==> src/rtl/uart_pkg.sv <==
// Shared types and constants for the 16x oversampled UART receive path.
package uart_pkg;

  typedef enum logic [2:0] {
    IDLE,
    START,
    DATA,
    PARITY,
    STOP
  } uart_rx_state_t;

  localparam int OS_TICKS = 16;
  localparam int MID_TICK = 7;

endpackage

==> src/rtl/uart_rx_sync.sv <==
// Multi-flop synchroniser for asynchronous inputs, with a configurable reset value.
module uart_rx_sync #(
  parameter int               WIDTH   = 1,
  parameter logic [WIDTH-1:0] RST_VAL = 1
) (
  input  logic             clk,
  input  logic             reset_n,
  input  logic [WIDTH-1:0] d,
  output logic [WIDTH-1:0] q
);

  logic [WIDTH-1:0] meta;

  always_ff @(posedge clk or negedge reset_n) begin
    if (!reset_n) begin
      meta <= RST_VAL;
      q    <= RST_VAL;
    end else begin
      meta <= d;
      q    <= meta;
    end
  end

endmodule

==> src/rtl/uart_rx_os.sv <==
// UART receiver, 16x oversampled, mid-bit sampling, registered byte plus error flags.
// Optional parity stage is enabled by defining UART_RX_PARITY_EN.
module uart_rx_os
  import uart_pkg::*;
#(
  parameter int DBIT    = 8,
  parameter int SB_TICK = 16,
  parameter bit PAR_ODD = 1'b0
) (
  input  logic       clk,
  input  logic       reset_n,
  input  logic       s_tick,
  input  logic       rx,
  output logic [7:0] dout,
  output logic       rx_done_tick,
  output logic       frame_err,
  output logic       parity_err
);

`ifdef UART_RX_PARITY_EN
  localparam uart_rx_state_t DATA_EXIT  = PARITY;
  localparam bit             HAS_PARITY = 1'b1;
`else
  localparam uart_rx_state_t DATA_EXIT  = STOP;
  localparam bit             HAS_PARITY = 1'b0;
`endif

  localparam logic [4:0] S_MID  = 5'(MID_TICK);
  localparam logic [4:0] S_LAST = 5'(OS_TICKS - 1);
  localparam logic [4:0] S_STOP = 5'(SB_TICK - 1);
  localparam logic [2:0] N_LAST = 3'(DBIT - 1);

  uart_rx_state_t  state_reg, state_next;
  logic [4:0]      s_reg, s_next;
  logic [2:0]      n_reg, n_next;
  logic [DBIT-1:0] b_reg, b_next;
  logic            perr_reg, perr_next;
  logic [7:0]      dout_reg, dout_next;
  logic            done_reg, done_next;
  logic            ferr_reg, ferr_next;
  logic            perr_out_reg, perr_out_next;
  logic            rx_s;

  uart_rx_sync #(
    .WIDTH  (1),
    .RST_VAL(1'b1)
  ) u_sync (
    .clk    (clk),
    .reset_n(reset_n),
    .d      (rx),
    .q      (rx_s)
  );

  always_ff @(posedge clk or negedge reset_n) begin
    if (!reset_n) begin
      state_reg    <= IDLE;
      s_reg        <= '0;
      n_reg        <= '0;
      b_reg        <= '0;
      perr_reg     <= 1'b0;
      dout_reg     <= '0;
      done_reg     <= 1'b0;
      ferr_reg     <= 1'b0;
      perr_out_reg <= 1'b0;
    end else begin
      state_reg    <= state_next;
      s_reg        <= s_next;
      n_reg        <= n_next;
      b_reg        <= b_next;
      perr_reg     <= perr_next;
      dout_reg     <= dout_next;
      done_reg     <= done_next;
      ferr_reg     <= ferr_next;
      perr_out_reg <= perr_out_next;
    end
  end

  // Start detection in IDLE is free-running; every other state only moves on s_tick.
  always_comb begin
    state_next    = state_reg;
    s_next        = s_reg;
    n_next        = n_reg;
    b_next        = b_reg;
    perr_next     = perr_reg;
    dout_next     = dout_reg;
    done_next     = 1'b0;
    ferr_next     = ferr_reg;
    perr_out_next = perr_out_reg;
    case (state_reg)
      IDLE: begin
        if (!rx_s) begin
          state_next = START;
          s_next     = '0;
        end
      end
      START: begin
        if (s_tick) begin
          if (s_reg == S_MID) begin
            s_next = '0;
            if (!rx_s) begin
              state_next = DATA;
              n_next     = '0;
            end else begin
              state_next = IDLE;
            end
          end else begin
            s_next = s_reg + 5'd1;
          end
        end
      end
      DATA: begin
        if (s_tick) begin
          if (s_reg == S_LAST) begin
            s_next = '0;
            b_next = {rx_s, b_reg[DBIT-1:1]};
            if (n_reg == N_LAST) state_next = DATA_EXIT;
            else                 n_next     = n_reg + 3'd1;
          end else begin
            s_next = s_reg + 5'd1;
          end
        end
      end
      PARITY: begin
        if (s_tick) begin
          if (s_reg == S_LAST) begin
            s_next     = '0;
            perr_next  = (^b_reg) ^ rx_s ^ PAR_ODD;
            state_next = STOP;
          end else begin
            s_next = s_reg + 5'd1;
          end
        end
      end
      STOP: begin
        if (s_tick) begin
          if (s_reg == S_STOP) begin
            state_next    = IDLE;
            s_next        = '0;
            done_next     = 1'b1;
            dout_next     = 8'(b_reg);
            ferr_next     = ~rx_s;
            perr_out_next = perr_reg & HAS_PARITY;
          end else begin
            s_next = s_reg + 5'd1;
          end
        end
      end
      default: state_next = IDLE;
    endcase
  end

  assign dout         = dout_reg;
  assign rx_done_tick = done_reg;
  assign frame_err    = ferr_reg;
  assign parity_err   = perr_out_reg;

endmodule

==> config.mk <==
export PLATFORM = sky130hd
export DESIGN_NAME = uart_rx_os
export DESIGN_NICKNAME = d
export VERILOG_FILES = /design/src/rtl/uart_pkg.sv /design/src/rtl/uart_rx_sync.sv /design/src/rtl/uart_rx_os.sv
export SDC_FILE = /design/constraint.sdc
export NUM_CORES = 1
export LEC_CHECK = 0
export BUFFER_PORTS_ARGS = -buffer_cell sky130_fd_sc_hd__clkbuf_2
export CORE_ASPECT_RATIO = 1.1
export CORE_MARGIN = 5
export CORE_UTILIZATION = 45
export DETAILED_ROUTE_END_ITERATION = 8
export PLACE_DENSITY = 0.63
export SETUP_SLACK_MARGIN = 0.5
export SLEW_MARGIN = 20
export SYNTH_ARGS = -nofsm -noshare
export SYNTH_HDL_FRONTEND = slang
export SYNTH_HIERARCHICAL = 1
export SYNTH_SLANG_ARGS = --single-unit
==> constraint.sdc <==
create_clock -name clk -period 1.75 [get_ports clk]
set_clock_uncertainty 0.1 [all_clocks]
set_input_delay 0.35 -clock clk [delete_from_list [all_inputs] [get_ports clk]]
set_output_delay 0.35 -clock clk [all_outputs]
set_load 0.02 [all_outputs]
Word-level counts from Yosys, hierarchy flattened

Index checks and enable logic that the tools add are counted.

Register bits: 31

$add $sub $neg: 2
Equal/unequal tests: 20
Muxes and demuxes: 28
Bitwise operators: 1
Reduce and logical (&&, ||, !) cells: 9

Operators by type and width:

| kind                  | count |
|---|---|
| $mux W3               | 16 |
| $mux W5               | 5 |
| $ne A2 B2 Y1 const B  | 12 |
| $pmux W3 S5           | 1 |
| $pmux W5 S3           | 1 |
| $reduce_and A10 Y1    | 1 |
| $reduce_and A7 Y1     | 1 |
| $eq A3 B2 Y1 const B  | 2 |
| $eq A3 B3 Y1 const B  | 2 |
| $pmux W3 S2           | 1 |
| $reduce_and A3 Y1     | 2 |
| $add A5 B1 Y5 const B | 1 |
| $eq A5 B3 Y1 const B  | 1 |
| $eq A5 B4 Y1 const B  | 1 |
| $reduce_and A4 Y1     | 1 |
| $add A3 B1 Y3 const B | 1 |
| $eq A3 B1 Y1 const B  | 1 |
| $logic_not A3 Y1      | 1 |
| $mux W1               | 3 |
| $reduce_bool A3 Y1    | 1 |
| $reduce_or A3 Y1      | 1 |
| $mux W2               | 1 |
| $ne A2 B1 Y1 const B  | 1 |
| $reduce_bool A2 Y1    | 1 |
| $not A1 Y1            | 1 |

Depth between registers and ports, before layout

Gate-level depths: netlist of run 1.

Depth in word-level cells: 5
Depth in mapped cells: 7

By module

Netlist of run 1, hierarchy kept.

By module, submodules not included:

| module       | instances | cells an instance | area each (sq um) | sequential area each (sq um) |
|---|---|---|---|---|
| uart_rx_os   | 1         | 117               | 1,403.8           | 725.7 |
| uart_rx_sync | 1         | 2                 | 52.6              | 52.6 |

Least setup slack after synthesis of run 1

OpenSTA, ideal clock, no wires.

Kind: register to register
Start point: reg s_reg[0]
End point: reg n_reg[0]
Setup time: 0.125 ns
Data arrival time: 1.565 ns
Data required time: 1.525 ns
Slack: -0.040 ns
Cell stages (with the launch flop): 7
Path buffers: 1
Period minus slack after synthesis: 1.790 ns
Cells stage by stage: dfrtp_1 -> ha_1 -> and4b_1 -> buf_4 -> nand4_1 -> a221o_1 -> mux2_4

Word-level cells in the longest chain between the ends: 3
Elaborated cells on any way between the ends: 5
Those cells by class: 4 x eq/ne; 1 x reduce/logical

RTL lines:

| item                                                | RTL line                            | source |
|---|---|---|
| start: declaration                                  | uart_rx_os.sv:34                    | `logic [4:0] s_reg, s_next;` |
| start signal: assignment                            | uart_rx_os.sv:67                    | `s_reg <= s_next;` |
| $eq A5 B4 Y1 / $eq A5 B3 Y1 (equally long branches) | uart_rx_os.sv:113, uart_rx_os.sv:98 |  |
| $ne A2 B2 Y1 (no source line)                       | -                                   |  |
| $reduce_and A7 Y1 (no source line) (*)              | -                                   |  |
| end signal: assignment                              | uart_rx_os.sv:68                    | `n_reg <= n_next;` |
| end: declaration                                    | uart_rx_os.sv:35                    | `logic [2:0] n_reg, n_next;` |

Mark *: on every way between the ends. The rest lies on a longest branch, timed or not.
A chain may end at the register's enable or synchronous reset.

Final worst setup path of run 1

Start point: reg n_reg[0]
End point: reg n_reg[0]

Word-level cells in the longest chain between the ends: 5
Elaborated cells on any way between the ends: 8
Those cells by class: 1 x add/sub; 2 x eq/ne; 4 x mux; 1 x reduce/logical

RTL lines:

| item          | RTL line          | source |
|---|---|---|
| $add A3 B1 Y3 | uart_rx_os.sv:117 | `else n_next = n_reg + 3'd1;` |
| $mux W3       | uart_rx_os.sv:116 | `if (n_reg == N_LAST) state_next = DATA_EXIT;` |
| $mux W3       | uart_rx_os.sv:113 | `if (s_reg == S_LAST) begin` |
| $mux W3       | uart_rx_os.sv:112 | `if (s_tick) begin` |
| $pmux W3 S2   | uart_rx_os.sv:89  | `case (state_reg)` |

Several ways; a longest one is shown, not always the timed one. The select of a mux whose other input is x is not followed.

==> results by group, run 1 <==
Clocking
  – Clock transition at path regs: 90 ps
  – CTS H-Tree Depth: 2
  – Num Clock Sinks: 31
  – CTS buffer count: 5
  – Root Driver: clkbuf_4
  – Clock latency on the worst-skew pair: 330 ps
  – CTS Buffer Depth: 2
  – CTS tree: yes

Global routing
  – Tot GR Track Use: 0.148
  – Largest net degree at the start of global routing: 32
  – First-pass GRT wire length: between 5 and 6 mm
  – Remaining global-route overflow: 0
  – Vias in the first global route: 1061
  – Initial antenna violation count: 0

Routing
  – Length of routed met2 wiring: 1.58 mm
  – Detailed Routing Iterations Pass 1: 4
  – Wire length on met3: 118 um
  – Metal-1 WL: 1.26 mm
  – DR top layer: met4
  – Drt initial violations: 43
  – Drt total wl: 3.02 mm
  – Total number of vias: 1058
  – Routed Antenna Nets: 0
  – Residual DRC: 0
  – Vias per cell: 5.32
  – WL/cell: about 15 um

Setup path
  – Worst-path cell chain: ha_2 -> ha_1 -> nand2b_1 -> a221o_1 -> mux2_4
  – CP max stage delay: 400 ps
  – Arr. time, crit path: 1870 ps
  – Kind of critical path: reg2reg
  – R2R depth: 5
  – CP top delay family: flip-flops
  – Crit. path cell count: 5
  – Startpoint types: flop
  – Kind of end point of the critical path: flop
  – Worst Path Required: 1870 ps
  – Buffers plus inverters on the worst setup path: 0
  – Crit Path Max Fanout: 3
  – Slowest CP cell: dfrtp_1

Placement
  – Placed cell count: 176
  – Setup WS pre-CTS: -62.6 ps
  – Area post-placement: 0.00169 sq mm
  – IO Port Bufs: 13
  – DP HPWL: 2.03 mm
  – Routability cong.: just under 0.8

Finish
  – Most common cell after layout, fill and taps aside: dfrtp_1
  – Layout overhead on the synthesized area: 41.8%
  – Design area: between 0.002 and 0.0025 sq mm
  – Share of layout cells above drive strength 1: 0.576
  – # nets final: 172
  – ANT cells: 0
  – Most frequent cells in the layout: dfrtp_1 (26), buf_4 (22), buf_6 (17), mux2_2 (15)
  – Layout Utilization: 0.672
  – Non-filler instance count after layout: 199

Timing
  – RSZ-0062 raised after global routing: true
  – Final period util: 0.999
  – Slew Limit Fails: 0
  – Final setup fails: 0
  – Max Freq: approximately 570 MHz
  – Hold Fails Final Rpt: 0
  – Post-route minimum period: 1750 ps
  – Final worst slack: about 1.5 ps

Floorplanning
  – Die Span Y: 69.7 um
  – DIE AREA: 0.00448 sq mm
  – I/O pins: 15
  – Die X: 64.2 um
  – Starting Density: 0.474
  – # rows: 21
  – Core ar.: 0.00307 sq mm

Synthesis
  – Synth area leader: dfrtp_1
  – Synth warnings: 6
  – Mapped Avg Cell Area: roughly 12 sq um
  – Most used DFF post-synth: dfrtp_1
  – EDFF count, synth: 0
  – Synth top area share: 0.498
  – Asr flop ratio synth: 1.00
  – Area contributors post-synth: dfrtp_1 (50%), mux2_2 (13%), dfstp_2 (3.6%)
  – Register area share after synthesis: 0.534
  – Mapped cell area: 0.00146 sq mm
  – Post-synth net total: 127
  – Synth unique cells: 38
  – Cells after Synth: approximately 120
  – Synth Register Bits: 31

Power
  – Comb power frac: 0.355
  – Cell Pwr Density: around 1100 mW/mm^2
  – Clk pwr share: 0.242
  – Seq pwr share: 0.403
  – Switching Share: 0.316
  – Switching pwr: about 700 uW
  – Internal cell power: 1.52 mW
  – Leak: 1.03 nW
  – Max IR drop VDD: between 0.7 and 0.8 mV

Min path
  – Hold Path Cell Cnt: 0
  – Hold Path Class: reg2reg

Job
  – Max cap viols: 0

Run status
  – Status: finished clean
## per-layer routing
metal  vias to the layer above  track usage
met2                        18        0.225
met4                         0       0.0543
met3                         7       0.0583
li1                        521            -
met5                         -            0
met1                       512        0.187
## final timing paths
path / startpoint / slack [ps] / endpoint
max in group asynchronous: reset_n / 780 / u_sync/meta
max: n_reg[0] / 1 / n_reg[0]
min: u_sync/meta / 260 / u_sync/q
min in group asynchronous: reset_n / 450 / n_reg[2]
min reg2reg: u_sync/meta / 260 / u_sync/q
max reg2reg: n_reg[0] / 1 / n_reg[0]
## synthesized netlist by cell type (all sizes together), types with 2 or more instances
cell and n:
a21oi 3, dfstp 2, nor3b 2, dfrtp 29
o31ai 2, a211oi 2, ha 4, inv 4
o21ai 8, nand2 6, mux2 18, a22o 3
buf 5, nor2 7, nand3 3, nand3b 2
## through the flow
| step | power (mW) | hold slack, ps | setup TNS (ps) |
|---|---|---|---|
| floorplan | 1.27 | -45.6 | -0.431 |
| global placement | 1.45 | 248 | 0 |
| detailed placement | 1.46 | 249 | -131 |
| CTS | 2.12 | 263 | 0 |
| global route | 2.38 | 275 | -238 |
| finish | 2.22 | 262 | 0 |
## power by group through the flow
| stage | Sequential [mW] | Clock (mW) | Combinational (mW) |
|---|---|---|---|
| after floorplan | 0.879 | 0 | 0.392 |
| after global placement | 0.901 | 0 | 0.546 |
| after detailed placement | 0.904 | 0 | 0.560 |
| after CTS | 0.892 | 0.558 | 0.672 |
| after global routing | 0.907 | 0.599 | 0.874 |
| final | 0.895 | 0.538 | 0.789 |
## layout make-up
cell class              instances  area (sq um)
inverters                       4          15.0
repair buffers                 44           392
multi-input cells              78           759
fillers                       222          1010
clock buffers                   7          45.0
clock inverters                 1          30.0
flip-flops and latches         31           782
well taps                      34          42.5
## cell families (layout without fill, tap and decap cells)
family          Yosys count  after routing  synth area share
fa+ha+maj                 4              4            0.0344
compound gates           26             26             0.123
flops                    31             31             0.534
buf+inv                  10             56            0.0352
mux                      18             18             0.142
other cells               1              1           0.00257
simple gates             29             29             0.129
## worst register-to-register path, stage by stage (launching register included)
cell and delay [ps]:
dfrtp_1 400, ha_2 190, ha_1 190, nand2b_1 150
a221o_1 350, mux2_4 270
## repair_timing
item / CTS / global route
resized for setup: 18 / 45
pin swaps: 13 / 6
endpoints found under the setup margin: 39 / 39
endpoints found under the hold margin: 30 / 0
setup buffers: 9 / 4
hold buffers: 2 / 0
Power figures use the tool's default switching activity.
==> run 2, diff against run 1 <==
- ABC_CLOCK_PERIOD_IN_PS: not set -> 2060
- PLACE_DENSITY: 0.63 -> 0.61
- clock period: 1.75 -> 2.06 ns (I/O delays scaled with it)
==> run 2 against run 1 <==
Net effect:
- routed wire length decreased by 3.8%
- sequential share of layout area increased by 2.1 points
- die area unchanged
- non-clock buffer count decreased by 7
- global-route usage decreased by 0.48 points
- maximum frequency decreased by 2.0%
- via count increased by 2.1%
- cell count decreased by 3.5%
- worst setup slack improved by 270 ps
- core utilization decreased by 3.5 points
- worst hold slack got worse by 200 ps
- first-iteration DRC count increased by 26%
==> results by group, run 2 (same netlist as run 1, synthesis figures left out) <==
Setup path
  – Startpoint types: flop
  – CP max stage delay: 410 ps (about the same)
  – Worst setup path start: s_reg[0]
  – R2R depth: 5 (unchanged)
  – Worst-path cell chain: ha_4 -> and4b_2 -> nand4_1 -> a221o_1 -> mux2_4
  – Kind of end point of the critical path: flop
  – Buffers plus inverters on the worst setup path: 0 (unchanged)
  – Worst R2R End: n_reg[0]
  – Slowest CP cell: dfrtp_1
  – Crit Path Max Fanout: 4 (+1)
  – Arr. time, crit path: 1900 ps (+30 ps)
  – FF-to-FF Start: s_reg[0]
  – CP top delay family: simple AND/OR/NAND/NOR gates
  – Kind of critical path: reg2reg
  – Worst reg-to-reg setup slack: 270 ps (+270 ps)
  – Worst Path Required: 2180 ps (+310 ps)

Timing
  – Post-route minimum period: 1790 ps (+36.5 ps)
  – Slew Limit Fails: 0 (unchanged)
  – Final setup fails: 0 (unchanged)
  – Max Freq: 560 MHz (-2.0%)
  – RSZ-0062 raised after global routing: true
  – Final period util: 0.867 (-0.133)
  – Hold Fails Final Rpt: 0 (unchanged)
  – Setup TNS: 0 ps (unchanged)

Finish
  – FILL cells: 236 (+6.3%)
  – Layout overhead on the synthesized area: 34.5%
  – Most frequent cells in the layout: dfrtp_1 (25), buf_4 (18), mux2_2 (13), clkbuf_2 (13), nor2_1 (6)
  – Most common cell after layout, fill and taps aside: dfrtp_1
  – Share of layout cells above drive strength 1: 0.544 (-0.0315)
  – # nets final: 165 (-4.1%)
  – ANT cells: 0 (unchanged)
  – Design area: 0.00196 sq mm (-5.1%)

Clocking
  – Num Clock Sinks: 31 (unchanged)
  – CTS H-Tree Depth: 2 (unchanged)
  – CTS Buffer Depth: 2 (unchanged)
  – CTS tree: yes
  – Clock latency on the worst-skew pair: 320 ps (about the same)
  – Root Driver: clkbuf_4
  – Clock transition at path regs: 100 ps (about the same)
  – CTS buffer count: 5 (unchanged)

Power
  – Max IR drop VDD: 0.748 mV (-3.3%)
  – Design Power: 1.83 mW (-18%)
  – Leak: 0.999 nW (-2.6%)
  – Cell Pwr Density: 936 mW/mm^2 (-13%)

Routing
  – Drt total wl: 2.90 mm (-3.8%)
  – Vias per cell: 5.63 (+5.8%)
  – Residual DRC: 0 (unchanged)
  – Total number of vias: 1080 (+2.1%)
  – Routed Antenna Nets: 0 (unchanged)
  – Detailed Routing Iterations Pass 1: 5 (+1)
  – WL/cell: 15.1 um (-0.27%)
  – Drt initial violations: 54 (+26%)

Floorplanning
  – Die Span Y: 69.7 um (unchanged)
  – I/O pins: 15 (unchanged)
  – DIE AREA: 0.00448 sq mm (unchanged)
  – Core ar.: 0.00307 sq mm (unchanged)
  – Die X: 64.2 um (unchanged)
  – # rows: 21 (unchanged)
  – Starting Density: 0.474 (unchanged)

Placement
  – Routability cong.: 0.773 (about the same)
  – Area post-placement: 0.00158 sq mm (-6.5%)
  – IO Port Bufs: 13 (unchanged)
  – DP HPWL: 1.74 mm (-14%)

Run status
  – Status: finished clean

Global routing
  – Initial antenna violation count: 0 (unchanged)
  – Largest net degree at the start of global routing: 26 (-19%)
  – Vias in the first global route: 1118 (+5.4%)
  – First-pass GRT wire length: 5.10 mm (unchanged)
  – Tot GR Track Use: 0.143 (-0.00482)
  – Remaining global-route overflow: 0 (unchanged)

Min path
  – Hold path startpoint: rx
  – Hold Path Cell Cnt: 1 (+1)
  – Hold Path Class: in2reg
  – Hold endpoint: u_sync/meta

Job
  – Max cap viols: 0 (unchanged)
[run 2: layout make-up]
type / instances / area, sq um / share of cell area
clock buffer: 6 / 51.3 / 0.0262
clock inverter: 2 / 35.0 / 0.0179
inverter: 4 / 15.0 / 0.00766
multi-input combinational: 78 / 753 / 0.384
sequential: 31 / 783 / 0.400
tap: 34 / 42.5 / 0.0217
timing repair buffer: 37 / 279 / 0.142
[run 2: worst max path at each step]
stage / cells after the start / to / slack, ps
final: 5 / n_reg[0] / 270
after global routing: 5 / n_reg[0] / 190
after CTS: 5 / n_reg[0] / 260
after detailed placement: 4 / s_reg[3] / 180
after global placement: 4 / dout[4] / 210
after floorplan: 6 / n_reg[0] / 310
[run 2: worst register-to-register path, stage by stage, from the launching register on]
cell	delay, ps
dfrtp_1	410
ha_4	150
and4b_2	280
nand4_1	140
a221o_1	350
mux2_4	260
[run 2: metal layers]
| metal | global-route usage | share of wire |
|---|---|---|
| met1 | 0.176 | 0.43 |
| met5 | 0 | 0 |
| met3 | 0.0357 | 0.048 |
| met4 | 0.0679 | 0.017 |
| met2 | 0.229 | 0.50 |
[run 2: through the flow]
stage / std cells / setup slack (ps) / hold slack, ps / utilization
floorplan: 119 / 310 / 16.4 / -
global placement: 162 / 214 / 161 / 0.513
detailed placement: 162 / 176 / 159 / 0.513
CTS: 188 / 263 / 37.0 / 0.609
global route: 192 / 192 / 34.3 / 0.637
finish: 192 / 275 / 61.2 / 0.637
[run 2: repair_timing]
item                       4_1_cts  5_1_grt
setup endpoints to repair       26       27
pin swaps                       12        8
gates resized for setup         14       18
hold endpoints to repair         6        0
setup buffers                   17        3
hold buffers                     1        0
cloned                           0        1
[run 2: power by group]
| part | leakage (nW) | total (mW) | switching, mW | internal [mW] |
|---|---|---|---|---|
| combinational | 0.542 | 0.549 | 0.252 | 0.297 |
| clock | 0.0482 | 0.489 | 0.202 | 0.287 |
| sequential | 0.409 | 0.796 | 0.120 | 0.676 |
| total | 0.999 | 1.83 | 0.574 | 1.26 |
